File: src/rtl/way_select_ctrl.sv
// Data-way mux select sequencer with one set's tree pseudo-LRU replacement state.
// Optional saturating hit/miss statistics are built only with WAY_SELECT_STATS_EN defined.
module way_select_ctrl #(
  parameter int unsigned WAYS = 8
) (
  input  logic                     clk,
  input  logic                     rst_n,
  input  logic                     lookup_valid,
  output logic                     lookup_ready,
  input  logic [WAYS-1:0]          hit_vec,
  output logic                     resp_valid,
  input  logic                     resp_ready,
  output logic [$clog2(WAYS)-1:0]  select,
  output logic                     hit,
  output logic                     multi_hit,
  input  logic                     fill_done,
  output logic [15:0]              hit_count,
  output logic [15:0]              miss_count
);

  localparam int unsigned SEL_W = $clog2(WAYS);
  localparam int unsigned NODES = WAYS - 1;

  typedef enum logic [1:0] {
    IDLE = 2'd0,
    RESP = 2'd1,
    FILL = 2'd2
  } state_e;

  state_e             state;
  logic [NODES-1:0]   plru;
  logic [SEL_W-1:0]   victim_c;
  logic [SEL_W-1:0]   lowest_c;
  logic [NODES-1:0]   plru_touched_c;
  logic               any_hit_c;
  logic               multi_c;
  logic               accept_c;
  logic               resp_hs_c;

  // Walk from the root; a node bit of 0 sends the victim into the lower half.
  function automatic logic [SEL_W-1:0] plru_victim(input logic [NODES-1:0] t);
    logic [SEL_W-1:0] w;
    logic [NODES-1:0] sh;
    int unsigned      node;
    w    = '0;
    node = 0;
    for (int unsigned l = 0; l < SEL_W; l++) begin
      sh   = t >> node;
      w    = SEL_W'({w, sh[0]});
      node = 2 * node + 1 + 32'(sh[0]);
    end
    return w;
  endfunction

  // Point every node on the accessed way's path away from that way.
  function automatic logic [NODES-1:0] plru_touch(input logic [NODES-1:0] t,
                                                  input logic [SEL_W-1:0] w);
    logic [NODES-1:0] r;
    logic [SEL_W-1:0] ws;
    int unsigned      node;
    r    = t;
    node = 0;
    for (int unsigned l = 0; l < SEL_W; l++) begin
      ws   = w >> (SEL_W - 1 - l);
      r    = (r & ~(NODES'(1) << node)) | (NODES'(!ws[0]) << node);
      node = 2 * node + 1 + 32'(ws[0]);
    end
    return r;
  endfunction

  always_comb begin
    logic [WAYS-1:0] tmp;
    lowest_c = '0;
    tmp      = '0;
    for (int i = WAYS - 1; i >= 0; i--) begin
      tmp = hit_vec >> i;
      if (tmp[0]) lowest_c = SEL_W'(i);
    end
  end

  assign any_hit_c      = |hit_vec;
  assign multi_c        = |(hit_vec & (hit_vec - WAYS'(1)));
  assign victim_c       = plru_victim(plru);
  assign plru_touched_c = plru_touch(plru, select);
  assign accept_c       = lookup_valid & lookup_ready;
  assign resp_hs_c      = resp_valid & resp_ready;

  // Control FSM; select/hit/multi_hit are captured at acceptance and held until IDLE.
  always_ff @(posedge clk or negedge rst_n) begin
    if (!rst_n) begin
      state        <= IDLE;
      plru         <= '0;
      select       <= '0;
      hit          <= 1'b0;
      multi_hit    <= 1'b0;
      resp_valid   <= 1'b0;
      lookup_ready <= 1'b0;
    end else begin
      case (state)
        IDLE: begin
          lookup_ready <= 1'b1;
          if (accept_c) begin
            hit          <= any_hit_c;
            multi_hit    <= multi_c;
            select       <= any_hit_c ? lowest_c : victim_c;
            resp_valid   <= 1'b1;
            lookup_ready <= 1'b0;
            state        <= RESP;
          end
        end
        RESP: begin
          if (resp_ready) begin
            resp_valid <= 1'b0;
            if (hit) begin
              plru         <= plru_touched_c;
              lookup_ready <= 1'b1;
              state        <= IDLE;
            end else begin
              state <= FILL;
            end
          end
        end
        FILL: begin
          if (fill_done) begin
            plru         <= plru_touched_c;
            lookup_ready <= 1'b1;
            state        <= IDLE;
          end
        end
        default: begin
          state        <= IDLE;
          resp_valid   <= 1'b0;
          lookup_ready <= 1'b0;
        end
      endcase
    end
  end

`ifdef WAY_SELECT_STATS_EN
  // Saturating counters, stepped once per response handshake.
  always_ff @(posedge clk or negedge rst_n) begin
    if (!rst_n) begin
      hit_count  <= '0;
      miss_count <= '0;
    end else if (resp_hs_c) begin
      if (hit && hit_count != 16'hFFFF)    hit_count  <= hit_count + 16'd1;
      if (!hit && miss_count != 16'hFFFF)  miss_count <= miss_count + 16'd1;
    end
  end
`else
  assign hit_count  = '0;
  assign miss_count = '0;
`endif

endmodule
File: config.mk
export PLATFORM = sky130hd
export DESIGN_NAME = way_select_ctrl
export DESIGN_NICKNAME = d
export VERILOG_FILES = /design/src/rtl/way_select_ctrl.sv
export SDC_FILE = /design/constraint.sdc
export NUM_CORES = 1
export LEC_CHECK = 0
export CAP_MARGIN = 25
export CORE_MARGIN = 4
export CORE_UTILIZATION = 44
export DETAILED_ROUTE_END_ITERATION = 8
export HOLD_SLACK_MARGIN = 0.02
export PLACE_DENSITY = 0.87
export SLEW_MARGIN = 20
export SYNTH_ARGS = -nofsm -noshare
export SYNTH_HDL_FRONTEND = slang
export SYNTH_SLANG_ARGS = --single-unit
File: constraint.sdc
create_clock -name clk -period 2.5 [get_ports clk]
set_clock_uncertainty 0.15 [all_clocks]
set_input_delay 0.5 -clock clk [delete_from_list [all_inputs] [get_ports clk]]
set_output_delay 0.5 -clock clk [all_outputs]
set_load 0.05 [all_outputs]
==> metrics.md <==
| Metric | Value |
|---|---|
| Top Family by Delay on Critical Path | `buffers and inverters` |
| Final ANT Viol Nets | `0` |
| Number of DRC markers in iteration 0 | `47` |
| Worst setup path endpoint | `select[2]` |
| Remaining DRCs | `0` |
| RePlAce Congestion | `0.852` |
| Floorplan die width | `roughly 63 um` |
| Flops & latches, synth | `16` |
| Routed length per placed instance | `13.2 um` |
| Wire length on met2 | `1390 um` |
| Average cell area after synthesis | `9.04 um2` |
| Leak Pwr | `0.659 nW` |
| Final Net Count | `between 150 and 200` |
| CP max FO | `7` |
| DRT Pass-1 Iters | `4` |
| Hold Fails Final Rpt | `0` |
| Number of buffers on the longest clock path | `2` |
| Most common library cell in the layout ignoring fill and taps | `sky130_fd_sc_hd__conb_1` |
| Clock edge transition at the registers on the reported setup and hold paths | `~90 ps` |
| FF-to-FF setup slack | `520 ps` |
| CTS buffer count | `3` |
| Register-to-Register Path Depth | `6` |
| Overflow after GRT | `0` |
| Antenna violations before repair | `0` |
| Global-route wire length before repair | `4150 um` |
| IR drop worst, VDD | `412 uV` |
| Crit path from | `select[2]$_DFFE_PN0P_` |
| FF+latch area | `400 um2` |
| Vias in the first global route | `912` |
| Transition time at the pin with the least slew margin | `718 ps` |
| Sequence of cells on the critical path | `clkdlybuf4s50_1` |
| Post-cts repair resize count | `0` |
| Largest net degree at the start of global routing | `17` |
| Number of placed I/O pins | `52` |
| Post-CTS repair timing setup buffer count | `0` |
| Highest-count cells in the layout ignoring fill and taps | `sky130_fd_sc_hd__conb_1, sky130_fd_sc_hd__clkdlybuf4s50_1, sky130_fd_sc_hd__dfrtp_1` |
| Max Cap Violations | `0` |
| Via Count | `1039` |
| CP peak stage delay | `850 ps` |
| Overall routed net length | `2620 um` |
| Total half-perimeter wirelength after legalization and detailed placement | `2120 um` |
| Share of flip-flops with an asynchronous set or reset | `1.00` |
| Worst Path Arrival | `1610 ps` |
| Core ar. | `between 0.002 and 0.003 mm2` |
| Sort of element at the start of the critical path | `flop` |
| Count of fill cells added during filler insertion | `~250` |
| Hold buffer count at CTS | `0` |
| Root buffer cell | `sky130_fd_sc_hd__clkbuf_4` |
| Number of distinct standard cells referenced by the synthesized netlist | `39` |
| Number of standard cells after synthesis | `approximately 150` |
| Clock network latency to the later pin of the worst-skew pair | `approximately 280 ps` |
| Detailed-routed wire length on met3 | `145 um` |
| Count of buffering cells on the critical path with inverters included | `1` |
| Post-route fraction of the period consumed by the critical path | `0.905` |
| Area of the multi-input gates | `778 um2` |
| Proportion of layout cells with a drive suffix above 1 | `0.0595` |
| Sequential cell area fraction in the yosys report | `0.299` |
| Number of enable flip-flop cells after synthesis | `0` |
| Diode count | `0` |
| Final critical delay including setup and external delays | `2260 ps` |
| Area Overhead vs Synth | `9.45%` |
| Vias per cell | `5.22` |
| Total Routing Usage GR | `0.127` |
| Hold/Removal Path Class | `reg -> reg` |
| Most used DFF post-synth | `sky130_fd_sc_hd__dfrtp_1` |
| Status | `complete, no violations` |
| Die area | `0.00399 mm2` |
| Uppermost metal layer occupied by signal nets | `met3` |
| Vertical die dimension | `between 60 and 70 um` |
| CTS HTree Levels | `1` |
| Clock tree from TritonCTS | `done` |
| Max transition margin | `0.520` |
| Highest clock rate | `442 MHz` |
| Worst setup EP type | `output pin` |
| Setup repair after global routing missed its margin | `false` |
| CTS Sinks | `16` |
| Floorplan row count | `19` |
| Final core occ | `0.517` |
| Total power density per cell area | `around 990 mW/mm2` |
| Worst R2R End | `select[0]$_DFFE_PN0P_` |
| Worst path depth | `1` |
| Final slew viol count | `0` |
| Port buffer count | `19` |
| Count of final setup violators | `0` |
| Metal1 wirelength | `around 1100 um` |
| Setup CP Type | `reg -> out` |
| Initial Utilization | `0.473` |
| Slowest cell on crit path | `sky130_fd_sc_hd__clkdlybuf4s50_1` |
| Total standard cell area after synthesis | `0.00134 mm2` |
| Total Negative Setup Slacks | `0 ps` |
| Data required, critical path | `approximately 1900 ps` |
| Number of synthesis warnings | `0` |
## cell families (layout without fill, tap and decap cells)
kind of cell / count (synthesis) / after routing / share of synthesized area
adder cells (fa/ha/maj): 13 / 13 / 0.118
multiplexers: 5 / 5 / 0.0393
other: 1 / 32 / 0.00280
AND/OR/NAND/NOR: 37 / 37 / 0.152
AO/OA/AOI/OAI: 35 / 35 / 0.183
buffers and inverters: 41 / 30 / 0.206
flip-flops: 16 / 16 / 0.299
## final cells by class
type | count | area share
multi-input combinational | 122 | 0.532
sequential | 16 | 0.274
timing repair buffer | 20 | 0.135
tap | 31 | 0.0265
inverter | 7 | 0.0179
clock buffer | 3 | 0.0154
## report_power, final
| part | internal [W] | total [W] | switching (W) |
|---|---|---|---|
| clock network | 0.0000558 | 0.000132 | 0.0000765 |
| registers | 0.000355 | 0.000459 | 0.000104 |
| logic | 0.000307 | 0.000857 | 0.000549 |
| total | 0.000719 | 0.00145 | 0.000730 |
## how the worst min path moves through the flow
stage,startpoint,end,slack [ps],depth (start not counted)
2_1_floorplan,rst_n,async pin,50,0
3_3_place_gp,resp_valid$_DFFE_PN0P_,resp_valid$_DFFE_PN0P_,340,2
3_5_place_dp,multi_hit$_DFFE_PN0P_,multi_hit$_DFFE_PN0P_,340,1
4_1_cts,resp_valid$_DFFE_PN0P_,resp_valid$_DFFE_PN0P_,360,2
5_1_grt,multi_hit$_DFFE_PN0P_,multi_hit$_DFFE_PN0P_,370,1
6_report,multi_hit$_DFFE_PN0P_,multi_hit$_DFFE_PN0P_,350,1
## routing by layer
layer,track usage,vias to the layer above
li1,-,508
met1,0.164,490
met2,0.229,41
met3,0.0178,0
met4,0.0165,0
met5,0,-
## metrics by stage
step | area [um2] | hold WS [ps] | total power [W] | instances | setup WS, ps
finish | 1460 | 355 | 0.00145 | 199 | 237
global route | 1460 | 372 | 0.00155 | 199 | 190
CTS | 1460 | 363 | 0.00145 | 199 | 238
detailed placement | 1440 | 339 | 0.00131 | 196 | 220
global placement | 1440 | 336 | 0.00129 | 196 | 255
floorplan | 1450 | 54.4 | 0.00112 | 179 | 701
## synthesized netlist by cell type, types with 3 or more instances
cell	count	area [um2]
sky130_fd_sc_hd__nor3_1	5	25.0
sky130_fd_sc_hd__nand2b_1	4	25.0
sky130_fd_sc_hd__nand3_1	3	15.0
sky130_fd_sc_hd__mux2i_1	3	30.0
sky130_fd_sc_hd__o21ai_0	5	25.0
sky130_fd_sc_hd__buf_4	32	240
sky130_fd_sc_hd__nand2_1	10	37.5
sky130_fd_sc_hd__ha_1	11	138
sky130_fd_sc_hd__nor2_1	6	22.5
sky130_fd_sc_hd__a21oi_1	7	35.0
sky130_fd_sc_hd__inv_1	7	26.3
sky130_fd_sc_hd__a32o_1	3	30.0
sky130_fd_sc_hd__dfrtp_1	16	400
sky130_fd_sc_hd__nor2b_1	3	18.8
Power figures use the tool's default switching activity.
